<file path="config.mk">
export PLATFORM = sky130hd
export DESIGN_NAME = note_sequencer
export DESIGN_NICKNAME = d
export VERILOG_FILES = /design/src/rtl/note_sequencer.sv
export SDC_FILE = /design/constraint.sdc
export NUM_CORES = 1
export LEC_CHECK = 0
export ABC_AREA = 0
export CORE_UTILIZATION = 55
export DETAILED_ROUTE_END_ITERATION = 10
export PLACE_DENSITY = 0.78
export SETUP_SLACK_MARGIN = 0.15
export SYNTH_ARGS = -nofsm -noshare
export SYNTH_HDL_FRONTEND = slang
export SYNTH_SLANG_ARGS = --single-unit
</file>
<file path="constraint.sdc">
create_clock -name clk -period 2.7 [get_ports clk]
set_input_delay 0.54 -clock clk [delete_from_list [all_inputs] [get_ports clk]]
set_output_delay 0.54 -clock clk [all_outputs]
set_load 0.01 [all_outputs]
</file>
<file path="src/rtl/note_sequencer.sv">
// note_sequencer
//   Plays a melody by stepping through an external synchronous song memory.
//   Each 16-bit entry holds a duration in ticks ([15:12]) and a 12-bit period
//   value ([11:0]). The period value and a gate are driven to the downstream
//   synth stage. A duration of 0 marks the end of the song.
//
// Ports
//   clk        system clock
//   rst_n      asynchronous reset, active-low
//   start      level-sampled; begins playback from address 0 when idle
//   stop       level-sampled; aborts playback from any state
//   loop_en    sampled at end-of-song; 1 restarts at address 0
//   song_addr  registered address to song memory
//   song_data  memory entry, valid one clock after song_addr
//   value      period value to downstream; holds last loaded note
//   note_on    registered gate; low means mute
//   busy       high in FETCH, LOAD, PLAY and GAP
//   done       one-clock pulse when the song ends naturally
module note_sequencer #(
  parameter int TICK_DIV   = 6250000,
  parameter int GAP_CYCLES = 500000,
  parameter int ADDR_W     = 6
) (
  input  logic              clk,
  input  logic              rst_n,
  input  logic              start,
  input  logic              stop,
  input  logic              loop_en,
  output logic [ADDR_W-1:0] song_addr,
  input  logic [15:0]       song_data,
  output logic [11:0]       value,
  output logic              note_on,
  output logic              busy,
  output logic              done
);

  localparam logic [2:0] S_IDLE  = 3'd0;
  localparam logic [2:0] S_FETCH = 3'd1;
  localparam logic [2:0] S_LOAD  = 3'd2;
  localparam logic [2:0] S_PLAY  = 3'd3;
  localparam logic [2:0] S_GAP   = 3'd4;

  localparam int TICK_W    = (TICK_DIV > 1) ? $clog2(TICK_DIV) : 1;
  localparam int GAP_W     = (GAP_CYCLES > 1) ? $clog2(GAP_CYCLES) : 1;
  localparam int GAP_LAST_I = (GAP_CYCLES > 0) ? GAP_CYCLES - 1 : 0;

  localparam logic [TICK_W-1:0] TICK_LAST = TICK_W'(TICK_DIV - 1);
  localparam logic [GAP_W-1:0]  GAP_LAST  = GAP_W'(GAP_LAST_I);

  logic [2:0]        state_q, state_d;
  logic [ADDR_W-1:0] addr_q, addr_d;
  logic [11:0]       value_q, value_d;
  logic              note_on_q, note_on_d;
  logic              done_q, done_d;
  logic [TICK_W-1:0] tick_q, tick_d;
  logic [3:0]        dur_q, dur_d;
  logic [GAP_W-1:0]  gap_q, gap_d;

  // Request flags raised by the state logic and resolved after the case:
  // adv moves to the next entry, eos handles the end of the song.
  logic adv;
  logic eos;

  always_comb begin
    state_d   = state_q;
    addr_d    = addr_q;
    value_d   = value_q;
    note_on_d = note_on_q;
    done_d    = 1'b0;
    tick_d    = tick_q;
    dur_d     = dur_q;
    gap_d     = gap_q;
    adv       = 1'b0;
    eos       = 1'b0;

    case (state_q)
      S_IDLE: begin
        if (start) begin
          state_d = S_FETCH;
          addr_d  = '0;
        end
      end

      // Address is already on song_addr; memory returns data next clock.
      S_FETCH: state_d = S_LOAD;

      S_LOAD: begin
        if (song_data[15:12] == 4'd0) begin
          eos = 1'b1;
        end else begin
          value_d   = song_data[11:0];
          dur_d     = song_data[15:12];
          tick_d    = '0;
          // A zero period is a rest: stay muted for the whole duration.
          note_on_d = (song_data[11:0] != 12'd0);
          state_d   = S_PLAY;
        end
      end

      S_PLAY: begin
        if (tick_q == TICK_LAST) begin
          tick_d = '0;
          if (dur_q == 4'd1) begin
            note_on_d = 1'b0;
            dur_d     = 4'd0;
            if (GAP_CYCLES == 0) begin
              adv = 1'b1;
            end else begin
              state_d = S_GAP;
              gap_d   = '0;
            end
          end else begin
            dur_d = dur_q - 4'd1;
          end
        end else begin
          tick_d = tick_q + TICK_W'(1);
        end
      end

      S_GAP: begin
        if (gap_q == GAP_LAST) begin
          gap_d = '0;
          adv   = 1'b1;
        end else begin
          gap_d = gap_q + GAP_W'(1);
        end
      end

      default: state_d = S_IDLE;
    endcase

    // The last address has no successor, so it ends the song instead of
    // wrapping the counter.
    if (adv) begin
      if (addr_q == '1) begin
        eos = 1'b1;
      end else begin
        addr_d  = addr_q + ADDR_W'(1);
        state_d = S_FETCH;
      end
    end

    // A marker at address 0 means an empty song; never loop on it.
    if (eos) begin
      addr_d = '0;
      if (loop_en && (addr_q != '0)) begin
        state_d = S_FETCH;
      end else begin
        state_d = S_IDLE;
        done_d  = 1'b1;
      end
    end

    // stop overrides everything, including a simultaneous start; value is
    // deliberately left holding the last note.
    if (stop) begin
      state_d   = S_IDLE;
      addr_d    = '0;
      note_on_d = 1'b0;
      done_d    = 1'b0;
      tick_d    = '0;
      dur_d     = 4'd0;
      gap_d     = '0;
    end
  end

  always_ff @(posedge clk or negedge rst_n) begin
    if (!rst_n) begin
      state_q   <= S_IDLE;
      addr_q    <= '0;
      value_q   <= 12'd0;
      note_on_q <= 1'b0;
      done_q    <= 1'b0;
      tick_q    <= '0;
      dur_q     <= 4'd0;
      gap_q     <= '0;
    end else begin
      state_q   <= state_d;
      addr_q    <= addr_d;
      value_q   <= value_d;
      note_on_q <= note_on_d;
      done_q    <= done_d;
      tick_q    <= tick_d;
      dur_q     <= dur_d;
      gap_q     <= gap_d;
    end
  end

  assign song_addr = addr_q;
  assign value     = value_q;
  assign note_on   = note_on_q;
  assign done      = done_q;
  assign busy      = (state_q != S_IDLE);

endmodule

</file>
* Word level (Yosys, flattened, before mapping)
Index checks and enable logic that the tools add are counted.
Cells by class: add/sub/neg operators 4, equality and inequality tests 11, multiplexer cells 44, bitwise logic cells 1, reductions and logical operators 13
Operators by type and width (count):
- 2-to-1 mux 19 bit | 4
- 2-to-1 mux 23 bit | 3
- one-hot mux 23 bit (2 select lines) | 1
- one-hot mux 19 bit (2 select lines) | 1
- 2-to-1 mux 6 bit | 6
- 2-to-1 mux 3 bit | 8
- adder 23 x 1 -> 23 bit (second input constant) | 1
- == test 23 bit (second input constant) | 1
- adder 19 x 1 -> 19 bit (second input constant) | 1
- == test 19 bit (second input constant) | 1
- 2-to-1 mux 4 bit | 4
- one-hot mux 3 bit (5 select lines) | 1
- 2-to-1 mux 1 bit | 14
- nonzero test 12 bit | 1
- inequality test 3 bit (second input constant) | 3
- nonzero test 3 bit | 3
- one-hot mux 4 bit (2 select lines) | 1
- adder 6 x 1 -> 6 bit (second input constant) | 1
- == test 3 x 2 -> 1 bit (second input constant) | 2
- == test 6 bit (second input constant) | 1
- AND reduction 3 bit | 2
- nonzero test 6 bit | 1
- == test 4 x 1 -> 1 bit (second input constant) | 1
- zero test 4 bit | 1
- other kinds (9) | 10
Storage, ports and cells: register bits 69, bits of input ports 21, output and inout port bits 21, word-level logic and storage cells 81

* Longest topological paths before layout
Gate-level depths: netlist of run 1.
word-level depth 8, gate-level depth with buffers 9, gate-level depth less buffers 7

* Least setup slack after synthesis of run 1
No wires, ideal clock.
path kind register to register, start register dur_q[1], end register gap_q[12], setup time 126 ps, arrival 2332 ps, data required time 2574 ps, path slack 242 ps, cell stages (with the launch flop) 10, period minus slack after synthesis 2458 ps, cells stage by stage dfrtp_1 -> inv_1 -> ha_1 -> nor3b_1 -> or4b_4 -> or3_1 -> buf_6 -> and2_4 -> buf_6 -> a221o_1
On the way: cells in the longest elaborated chain, start to end 3
Ends and longest elaborated chain:
- from (decl) | RTL line 56 | logic [3:0] dur_q, dur_d;
- from (signal assigned) | RTL line 184 | dur_q <= dur_d;
- == test 4 x 1 -> 1 bit | RTL line 103 | if (dur_q == 4'd1) begin
- inequality test 3 bit (no source line)
- AND reduction 3 bit (no source line)
- to (signal assigned) | RTL line 185 | gap_q <= gap_d;
- to (decl) | RTL line 57 | logic [GAP_W-1:0] gap_q, gap_d;
Every way passes these cells. A chain may end at the register's enable or synchronous reset.

* Final worst setup path of run 1
start register tick_q[0], end register gap_q[12]
On the way: cells in the longest elaborated chain, start to end 3
Ends and longest elaborated chain:
- from (decl) | RTL line 55 | logic [TICK_W-1:0] tick_q, tick_d;
- from (signal assigned) | RTL line 183 | tick_q <= tick_d;
- == test 23 bit | RTL line 101 | if (tick_q == TICK_LAST) begin
- inequality test 3 bit (no source line)
- AND reduction 3 bit (no source line)
Every way passes these cells.

==> impl_summary.txt, run 1 <==
----------------------------------------------------
[Outcome]
  Outcome ... completed

[Clock network]
  Clock buffers created by TritonCTS ... 9
  Clock net sink count ... 69
  Clk_lat worst skew ... 360 ps
  CTS Root Cell ... clkbuf_8
  H-tree levels ... 3
  Clock transition time at the flip-flop clock pins of the worst setup and hold paths ... 80 ps
  Clock tree from TritonCTS ... done
  Worst-case clock buffer depth ... 2

[STA]
  Worst-case headroom to the max-slew limit ... 0.478
  Worst-case clock skew ... 11.7 ps
  FMAX ... 0.416 GHz
  Post-route worst setup slack ... 293 ps
  Actual transition at the worst max-transition pin ... 781 ps
  Finish-stage setup viols ... 0
  Setup repair after global routing missed its margin ... no
  Count of endpoints failing hold in the final timing report ... 0
  Aggregate negative setup slack ... 0 ps
  Max Transition Viols Final ... 0
  Minimum clock period ... 2410 ps
  Post-route fraction of the period consumed by the critical path ... 0.891

[Setup path]
  Data required time of the critical path ... 2940 ps
  Worst-path cell chain ... ha_2 -> nand3_2 -> or4b_4 -> or3_1 -> and2_4 -> a221o_1
  Terminus of the critical flop-to-flop path ... gap_q[12]$_DFFE_PN0P_
  Worst-path maximum fanout ... 10
  Crit. path cell count ... 6
  Crit path launch type ... register
  Reg-to-reg setup timing slack ... 290 ps
  Max stage delay on crit path ... 590 ps
  Worst r2r src ... tick_q[0]$_DFFE_PN0P_
  WP data arrival ... 2650 ps
  Setup Crit Path Kind ... reg -> reg
  Endpoint kind of the worst setup timing path ... register
  Cell depth of the worst flop-to-flop path ... 6
  CP top delay family ... simple AND/OR/NAND/NOR gates
  CP max-delay cell ... or4b_4
  Number of buffer and inverter instances along the worst setup path ... 0
  Capture point of the critical path ... gap_q[12]$_DFFE_PN0P_
  Startpoint of the worst setup timing path ... tick_q[0]$_DFFE_PN0P_

[Placed design]
  HPWL after detailed placement ... 6220 um
  DP Worst Slack ... 195 ps
  Gp weighted congestion ... 0.918
  Port buffer count ... 41
  Number of placed instances, taps included ... 547

[Final layout]
  Finished Layout Cells ... 563
  Synthesis-to-layout area growth ... 20.9%
  Sequential cell area ... 1730 um2
  NumNets Final ... 489
  Number of fill cells ... 536
  Proportion of layout cells with a drive suffix above 1 ... 0.154
  Multi-input gate area ... 2070 um2
  Antenna Cells ... 0

[Synthesis]
  Commonest cells in the synthesized netlist ... dfrtp_1, nand2_1, nand3_1
  Post-synth design cell area ... 3920 um2
  Cell count after synthesis ... 415
  Synth Net Count ... 442
  Sequential cell area fraction in the yosys report ... 0.441
  Cell variety after synth ... 61
  Number of flops mapped to enable cells by yosys ... 0
  Count leader, synth ... dfrtp_1
  Post-synthesis cell type with the largest combined area ... dfrtp_1
  Area share of the largest cell type after synthesis ... 0.441
  Async SR Flop Fraction ... 1.00
  Flip-flop cell with the highest count after synthesis ... dfrtp_1
  Cell types with the largest area share after synthesis ... dfrtp_1, nand3_1, a31oi_1
  Count of yosys warnings during synthesis ... 0
  Per-instance average area after synthesis ... 9.44 um2
  Number of register bits inferred by synthesis ... 69

[Floorplan]
  Site row count ... 30
  Number of top-level design ports ... 42
  Die footprint ... 7470 um2
  Total core area ... 6830 um2
  Starting density of the core ... 0.574
  Die height ... 86.4 um
  Die width ... 86.4 um

[Power and ir drop]
  Ratio of total power to cell area ... 555 nW/um2
  Static power due to leakage ... 1.95 nW
  Worst VDD drop ... 0.321 mV

[GRT]
  GRT Overall Usage ... 0.270
  Antenna violations before repair ... 0
  Vias in the first global route ... 3311
  Total congestion overflow ... 0
  Maximum number of pins on one net before global-route repair ... 70
  Global-route wire length before repair ... 15600 um

[Drt]
  Detail-routed net length per standard cell ... 16.0 um
  Average vias per placed instance ... 6.10
  Drt drc ... 0
  DRT iter0 DRCs ... 237
  Final wirelength ... 9020 um
  Vias ... 3434
  Remaining antenna violation count after routing ... 0
  Length of the first detailed-routing pass in iterations ... 5

[Min path]
  Min-delay worst type ... in -> async

[Flow run]
  Number of max-cap violations ... 0

----------------------------------------------------
what timing repair did:
item,in CTS,in global routing
resized for setup,0,4
hold buffers,0,0
setup endpoints to repair,0,15
setup buffers,0,0
worst min path at each step:
stage	start	end	slack (ps)	cells past startpoint
detailed placement	tick_q[19]$_DFFE_PN0P_	tick_q[19]$_DFFE_PN0P_	480	1
CTS	rst_n	value[6]$_DFFE_PN0P_	200	2
finish	rst_n	value[6]$_DFFE_PN0P_	190	2
floorplan	rst_n	done$_DFF_PN0_	240	0
global route	rst_n	value[10]$_DFFE_PN0P_	220	2
global placement	tick_q[19]$_DFFE_PN0P_	tick_q[19]$_DFFE_PN0P_	480	1
power by group:
part / switching [mW] / internal (mW)
clock network: 0.412 / 0.637
logic: 0.183 / 0.236
registers: 0.0488 / 1.11
total: 0.645 / 1.98
sequential cells by signal, summed over array words and instances, names as in the netlist:
register,flops
tick_q,23
gap_q,19
value,12
song_addr,6
dur_q,4
state_q,3
done,1
note_on,1
worst register-to-register path, delay by kind of cell (launching register included):
kind                     cells  cell delay (ps)
AND/OR/NAND/NOR              4             1290
flip-flops                   1              410
AO/OA/AOI/OAI                1              350
adder cells (fa/ha/maj)      1              250
metrics by stage:
step	hold slack, ps	util	area (um2)	power [mW]
after floorplan	244	-	3920	1.36
after detailed placement	485	0.655	4470	1.60
after CTS	197	0.691	4720	2.65
final	188	0.694	4740	2.63
after global placement	479	0.655	4470	1.58
after global routing	217	0.694	4740	2.74
layout make-up:
class	instances	area share
multi-input cells	314	0.437
flip-flops and latches	69	0.364
repair buffers	55	0.110
clock buffers	10	0.0290
well taps	96	0.0253
clock inverters	6	0.0232
inverters	13	0.0103
cells by family (layout without fill, tap and decap cells):
logic type,Yosys count,count (layout),synth area share
AOI/OAI and AO/OA,107,107,0.181
xor gates and xnor gates,8,8,0.0179
adders and majority gates,6,6,0.0192
buffers and inverters,32,84,0.0358
DFF,69,69,0.441
muxes,14,14,0.0396
and+or+nand+nor,179,179,0.266
cells in the final DEF (no fill, tap or decap), types with 5 or more instances in the layout:
| cell | instances |
|---|---|
| a21o_1 | 8 |
| a21oi_1 | 18 |
| a22o_2 | 6 |
| a31oi_1 | 23 |
| and3_1 | 13 |
| buf_4 | 13 |
| clkbuf_8 | 10 |
| clkdlybuf4s50_1 | 40 |
| dfrtp_1 | 69 |
| ha_1 | 5 |
| inv_1 | 13 |
| mux2_2 | 12 |
| nand2_1 | 32 |
| nand2b_1 | 6 |
| nand3_1 | 31 |
| nand4_1 | 12 |
| nor2_1 | 17 |
| nor3_1 | 9 |
| nor4_1 | 11 |
| o21ai_0 | 24 |
| o31ai_1 | 6 |
| or2_2 | 6 |
| or3_1 | 13 |
| xor2_1 | 5 |
metal layers:
metal,GRT usage,vias up,routed length [um]
li1,-,1660,-
met1,0.335,1660,3920
met2,0.460,99,4560
met3,0.0705,15,424
met4,0.0864,0,116
met5,0,-,0
Note: power is estimated with default switching activity, not from simulation.
==> inputs of run 2 (changes only) <==
- CORE_UTILIZATION: 55 -> 46
- PLACE_DENSITY: 0.78 -> 0.67
- SKIP_LAST_GASP: default -> 1
==> impl_summary.txt, run 2 (same netlist as run 1, synthesis figures left out) <==
----------------------------------------------------
[Outcome]
  Outcome ... completed

[Setup path]
  Worst-path cell chain ... inv_1 -> ha_1 -> nor3b_1 -> or4b_4 -> or3_1 -> and2_4 -> a221o_1
  Setup Crit Path Kind ... reg -> reg
  Data required time of the critical path ... 2930 ps (about the same)
  CP max-delay cell ... or4b_4
  Number of buffer and inverter instances along the worst setup path ... 1 (+1)
  CP top delay family ... simple AND/OR/NAND/NOR gates
  Max stage delay on crit path ... 520 ps (-70 ps)
  Crit path launch type ... register
  Endpoint kind of the worst setup timing path ... register
  WP data arrival ... 2680 ps (+30 ps)
  Worst-path maximum fanout ... 10 (unchanged)

[STA]
  Post-route fraction of the period consumed by the critical path ... 0.904 (+0.0131)
  Count of endpoints failing hold in the final timing report ... 0 (unchanged)
  FMAX ... 0.409 GHz (-1.5%)
  Max Transition Viols Final ... 0 (unchanged)
  Post-route worst setup slack ... 258 ps (-35.4 ps)
  Aggregate negative setup slack ... 0 ps (unchanged)
  Worst-case clock skew ... 8.47 ps (-3.19 ps)
  Setup repair after global routing missed its margin ... no
  Finish-stage setup viols ... 0 (unchanged)
  Actual transition at the worst max-transition pin ... 745 ps (-36.0 ps)
  Worst-case headroom to the max-slew limit ... 0.502 (+0.0241)
  Minimum clock period ... 2440 ps (+35.4 ps)

[Final layout]
  NumNets Final ... 486 (-0.61%)
  Most common cell after layout, fill and taps aside ... dfrtp_1
  Proportion of layout cells with a drive suffix above 1 ... 0.144 (-0.00978)
  Cell area after layout ... 4750 um2 (+0.32%)
  Antenna Cells ... 0 (unchanged)
  Most used cells in the layout excluding fill and tap cells ... dfrtp_1, clkdlybuf4s50_1, nand3_1, nand2_1, o21ai_0
  Number of flip-flops in the largest register ... 23 (unchanged)
  Register bank with the most flops ... tick_q
  Finished Layout Cells ... 569 (+1.1%)
  Synthesis-to-layout area growth ... 21.3%

[Floorplan]
  Total core area ... 8220 um2 (+20%)
  Number of top-level design ports ... 42 (unchanged)
  Die width ... 94.3 um (+9.1%)
  Site row count ... 33 (+10%)
  Die height ... 94.3 um (+9.1%)
  Starting density of the core ... 0.477 (-0.0967)
  Die footprint ... 8890 um2 (+19%)

[GRT]
  GRT Overall Usage ... 0.229 (-0.0409)
  Maximum number of pins on one net before global-route repair ... 41 (-41%)
  Total congestion overflow ... 0 (unchanged)
  Antenna violations before repair ... 0 (unchanged)
  Vias in the first global route ... 3275 (-1.1%)
  Global-route wire length before repair ... 15700 um (+0.71%)

[Drt]
  Length of the first detailed-routing pass in iterations ... 5 (unchanged)
  Final wirelength ... 9210 um (+2.0%)
  Average vias per placed instance ... 6.01 (-1.4%)
  Remaining antenna violation count after routing ... 0 (unchanged)
  Detail-routed net length per standard cell ... 16.2 um (+0.96%)
  Drt drc ... 0 (unchanged)
  DRT iter0 DRCs ... 201 (-15%)
  Vias ... 3422 (-0.35%)

[Placed design]
  Post-Place Cell Area ... 4480 um2 (about the same)
  Port buffer count ... 41 (unchanged)
  Gp weighted congestion ... 0.852 (-7.2%)
  HPWL after detailed placement ... 6440 um (+3.6%)
  Number of placed instances, taps included ... 553 (+1.1%)
  DP Worst Slack ... 231 ps (+36.3 ps)

[Min path]
  Min-delay worst type ... in -> async

[Flow run]
  Number of max-cap violations ... 0 (unchanged)

[Clock network]
  CTS Root Cell ... clkbuf_8
  Clock buffers created by TritonCTS ... 9 (unchanged)
  Clock net sink count ... 69 (unchanged)
  Clock tree from TritonCTS ... done
  Hold-fix buffers at CTS ... 0 (unchanged)
  Worst-case clock buffer depth ... 2 (unchanged)
  Clock transition time at the flip-flop clock pins of the worst setup and hold paths ... 80 ps (about the same)
  Clk_lat worst skew ... 350 ps (about the same)
  H-tree levels ... 3 (unchanged)

[Power and ir drop]
  Total power ... 2.72 mW (+3.3%)
  Worst VDD drop ... 0.264 mV (-18%)
  Static power due to leakage ... 1.95 nW (about the same)
  Ratio of total power to cell area ... 571 nW/um2 (+3.0%)

----------------------------------------------------
[run 2: per-stage QoR]
step,hold slack [ps],util
global placement,464,0.545
detailed placement,469,0.545
global route,283,0.579
floorplan,244,-
CTS,253,0.578
finish,237,0.579
[run 2: worst paths after layout]
path,slack (ps),startpoint,cells after the start,to
max,260,dur_q[1]$_DFFE_PN0P_,7,gap_q[12]$_DFFE_PN0P_
min,240,rst_n,1,value[9]$_DFFE_PN0P_
max reg2reg,260,dur_q[1]$_DFFE_PN0P_,7,gap_q[12]$_DFFE_PN0P_
min reg2reg,480,tick_q[19]$_DFFE_PN0P_,1,tick_q[19]$_DFFE_PN0P_
max in group asynchronous,1800,rst_n,2,gap_q[8]$_DFFE_PN0P_
min in group clk,480,tick_q[19]$_DFFE_PN0P_,1,tick_q[19]$_DFFE_PN0P_
[run 2: metal layers]
layer | vias to the layer above | global-route usage | wire length (um) | share of wire
met5 | - | 0 | 0 | 0
met4 | 0 | 0.0859 | 158 | 0.017
met3 | 17 | 0.0445 | 452 | 0.049
met2 | 82 | 0.368 | 4400 | 0.48
met1 | 1666 | 0.304 | 4200 | 0.46
li1 | 1657 | - | - | -
[run 2: what timing repair did]
| item | in CTS | in global routing |
|---|---|---|
| gates resized for setup | 0 | 2 |
| setup endpoints to repair | 0 | 5 |
| buffers inserted | 0 | 0 |
[run 2: power breakdown]
group | switching [mW] | internal (mW)
sequential | 0.0449 | 1.11
clock | 0.410 | 0.732
combinational | 0.181 | 0.236
[run 2: final cells by class]
| type | instances | area [um2] |
|---|---|---|
| Fill cell | 754 | 3460 |
| Clock inverter | 6 | 134 |
| Sequential cell | 69 | 1730 |
| Clock buffer | 10 | 138 |
| Tap cell | 105 | 131 |
| Timing Repair Buffer | 52 | 513 |
| Inverter | 13 | 48.8 |
| Multi-Input combinational cell | 314 | 2060 |
[run 2: worst reg2reg max path, cell delays in order (launching register included)]
cell and delay [ps]:
dfrtp_1 390, inv_1 100, ha_1 140, nor3b_1 230
or4b_4 520, or3_1 400, and2_4 200, a221o_1 340
==> inputs of run 3 (changes only) <==
- ABC_CLOCK_PERIOD_IN_PS: default -> 2700
- CAP_MARGIN: default -> 40
- CORE_UTILIZATION: 46 -> 55
- PLACE_DENSITY: 0.67 -> 0.78
==> impl_summary.txt, run 3 (same netlist as run 1, synthesis figures left out) <==
----------------------------------------------------
[Drt]
  Detail-routed net length per standard cell ... 16.1 um (-0.29%)
  Length of the first detailed-routing pass in iterations ... 5 (unchanged)
  Drt drc ... 0 (unchanged)
  Remaining antenna violation count after routing ... 0 (unchanged)
  Average vias per placed instance ... 6.12 (+1.8%)
  Final wirelength ... 9100 um (-1.2%)
  Vias ... 3454 (+0.94%)
  DRT iter0 DRCs ... 220 (+9.5%)

[GRT]
  Peak-usage layer in the global routing report ... met2
  Global-route track usage on met1 ... 0.346 (+0.0415)
  Total congestion overflow ... 0 (unchanged)
  GRT Overall Usage ... 0.268 (+0.0398)
  Global-route wire length before repair ... 15800 um (+0.70%)
  Maximum number of pins on one net before global-route repair ... 70 (+71%)
  Met2 Usage GRT ... 0.460 (+0.0920)
  Global routing usage on met3 ... 0.0505 (+0.00598)
  Vias in the first global route ... 3338 (+1.9%)
  Antenna violations before repair ... 0 (unchanged)

[Clock network]
  Clock net sink count ... 69 (unchanged)
  Clock buffers created by TritonCTS ... 9 (unchanged)
  Clock transition time at the flip-flop clock pins of the worst setup and hold paths ... 80 ps (about the same)
  Clock tree from TritonCTS ... done
  Number of buffers inserted to repair setup after CTS ... 0 (unchanged)
  Worst-case clock buffer depth ... 2 (unchanged)
  CTS Root Cell ... clkbuf_8
  H-tree levels ... 3 (unchanged)
  Clk_lat worst skew ... 360 ps (about the same)
  Hold-fix buffers at CTS ... 0 (unchanged)

[Floorplan]
  Total core area ... 6830 um2 (-17%)
  Die width ... 86.4 um (-8.4%)
  Die footprint ... 7470 um2 (-16%)
  Number of top-level design ports ... 42 (unchanged)
  Site row count ... 30 (-9.1%)
  Die height ... 86.4 um (-8.4%)
  Starting density of the core ... 0.574 (+0.0967)

[STA]
  Post-route worst setup slack ... 271 ps (+12.8 ps)
  Worst-case headroom to the max-slew limit ... 0.487 (-0.0146)
  Post-route fraction of the period consumed by the critical path ... 0.900 (-0.00473)
  Aggregate negative setup slack ... 0 ps (unchanged)
  Actual transition at the worst max-transition pin ... 767 ps (+21.9 ps)
  Max Transition Viols Final ... 0 (unchanged)
  Worst-case clock skew ... 13.9 ps (+5.38 ps)
  Count of endpoints failing hold in the final timing report ... 0 (unchanged)
  Setup repair after global routing missed its margin ... no
  FMAX ... 0.412 GHz (+0.53%)
  Finish-stage setup viols ... 0 (unchanged)
  Minimum clock period ... 2430 ps (-12.8 ps)

[Placed design]
  Port buffer count ... 41 (unchanged)
  HPWL after detailed placement ... 6260 um (-2.9%)
  Gp weighted congestion ... 0.918 (+7.7%)
  DP Worst Slack ... 175 ps (-56.1 ps)

[Power and ir drop]
  Ratio of total power to cell area ... 588 nW/um2 (+3.0%)
  Clock power share ... 0.440 (+0.019)
  Sequential group share of total power ... 0.412 (-0.014)
  Static power due to leakage ... 1.98 nW (+1.5%)
  Cell-internal power ... 2.17 mW (+4.5%)
  Worst VDD drop ... 0.379 mV (+44%)
  Switching Fraction ... 0.229 (-0.00580)
  Total power ... 2.82 mW (+3.7%)
  Switching pwr ... 644 uW (+1.2%)
  Logic gate share of total power ... 0.149 (-0.004)

[Final layout]
  Final core utilization ... 0.701 (+0.122)
  Register bank with the most flops ... tick_q
  Proportion of layout cells with a drive suffix above 1 ... 0.154 (+0.00945)
  Number of flip-flops in the largest register ... 23 (unchanged)
  Number of fill cells ... 529 (-30%)
  NumNets Final ... 490 (+0.82%)
  Synthesis-to-layout area growth ... 22.2%
  Most used cells in the layout excluding fill and tap cells ... dfrtp_1, clkdlybuf4s50_1, nand2_1
  Antenna Cells ... 0 (unchanged)
  Multi-input gate area ... 2070 um2 (+0.24%)
  Most common cell after layout, fill and taps aside ... dfrtp_1
  Sequential cell area ... 1730 um2 (unchanged)

[Setup path]
  WP data arrival ... 2670 ps (about the same)
  CP top delay family ... simple AND/OR/NAND/NOR gates
  Data required time of the critical path ... 2940 ps (about the same)
  Max stage delay on crit path ... 520 ps (about the same)
  Endpoint kind of the worst setup timing path ... register
  CP max-delay cell ... or4b_4
  Startpoint of the worst setup timing path ... dur_q[1]$_DFFE_PN0P_
  Worst r2r src ... dur_q[1]$_DFFE_PN0P_
  Worst-path cell chain ... inv_1 -> ha_1 -> nor3b_2 -> or4b_4 -> or3_1 -> and2_4 -> a221o_1
  Reg-to-reg setup timing slack ... 270 ps (about the same)
  Number of buffer and inverter instances along the worst setup path ... 1 (unchanged)
  Worst-path maximum fanout ... 10 (unchanged)
  Setup Crit Path Kind ... reg -> reg
  Crit path launch type ... register

[Min path]
  Min-delay worst type ... in -> async

[Outcome]
  Outcome ... completed

[Flow run]
  Number of max-cap violations ... 0 (unchanged)

----------------------------------------------------
==> run 3: worst register-to-register path: stages, from the launching register on <==
cell     delay, ps
dfrtp_1        390
inv_1          100
ha_1           160
nor3b_2        210
or4b_4         520
or3_1          390
and2_4         200
a221o_1        340
==> run 3: what timing repair did <==
item	4_1_cts	5_1_grt
endpoints found under the hold margin	0	0
setup endpoints to repair	0	6
resized for setup	0	3
==> run 3: final cells by class <==
cell class	count	share of cell area
repair buffers	56	0.110
multi-input cells	314	0.432
clock buffers	10	0.0288
well taps	96	0.0251
inverters	13	0.0102
flip-flops and latches	69	0.361
clock inverters	6	0.0329
==> run 3: worst paths after layout <==
| check | to | cells past startpoint |
|---|---|---|
| max in group asynchronous | gap_q[18]$_DFFE_PN0P_ | 2 |
| max | gap_q[12]$_DFFE_PN0P_ | 7 |
| min reg2reg | tick_q[19]$_DFFE_PN0P_ | 1 |
| max reg2reg | gap_q[12]$_DFFE_PN0P_ | 7 |
| min in group clk | tick_q[19]$_DFFE_PN0P_ | 1 |
| min | value[6]$_DFFE_PN0P_ | 2 |
==> run 3: power groups by stage <==
stage                     clock network, mW  registers [mW]  logic [mW]
after floorplan                           0            1.21       0.152
after global placement                    0            1.17       0.411
after detailed placement                  0            1.18       0.420
after CTS                              1.25            1.16       0.421
after global routing                   1.30            1.17       0.453
final                                  1.24            1.16       0.419
==> run 3: per-layer routing <==
metal	routed length [um]	vias to the layer above
met2	4570	120
met4	129	0
met3	449	14
met5	0	-
li1	-	1663
met1	3950	1657
==> run 3: per-stage QoR <==
step | hold WS [ps] | instances | cell area [um2]
finish | 174 | 564 | 4790
global route | 235 | 564 | 4790
CTS | 211 | 564 | 4770
detailed placement | 489 | 548 | 4480
global placement | 479 | 547 | 4470
floorplan | 244 | 415 | 3920
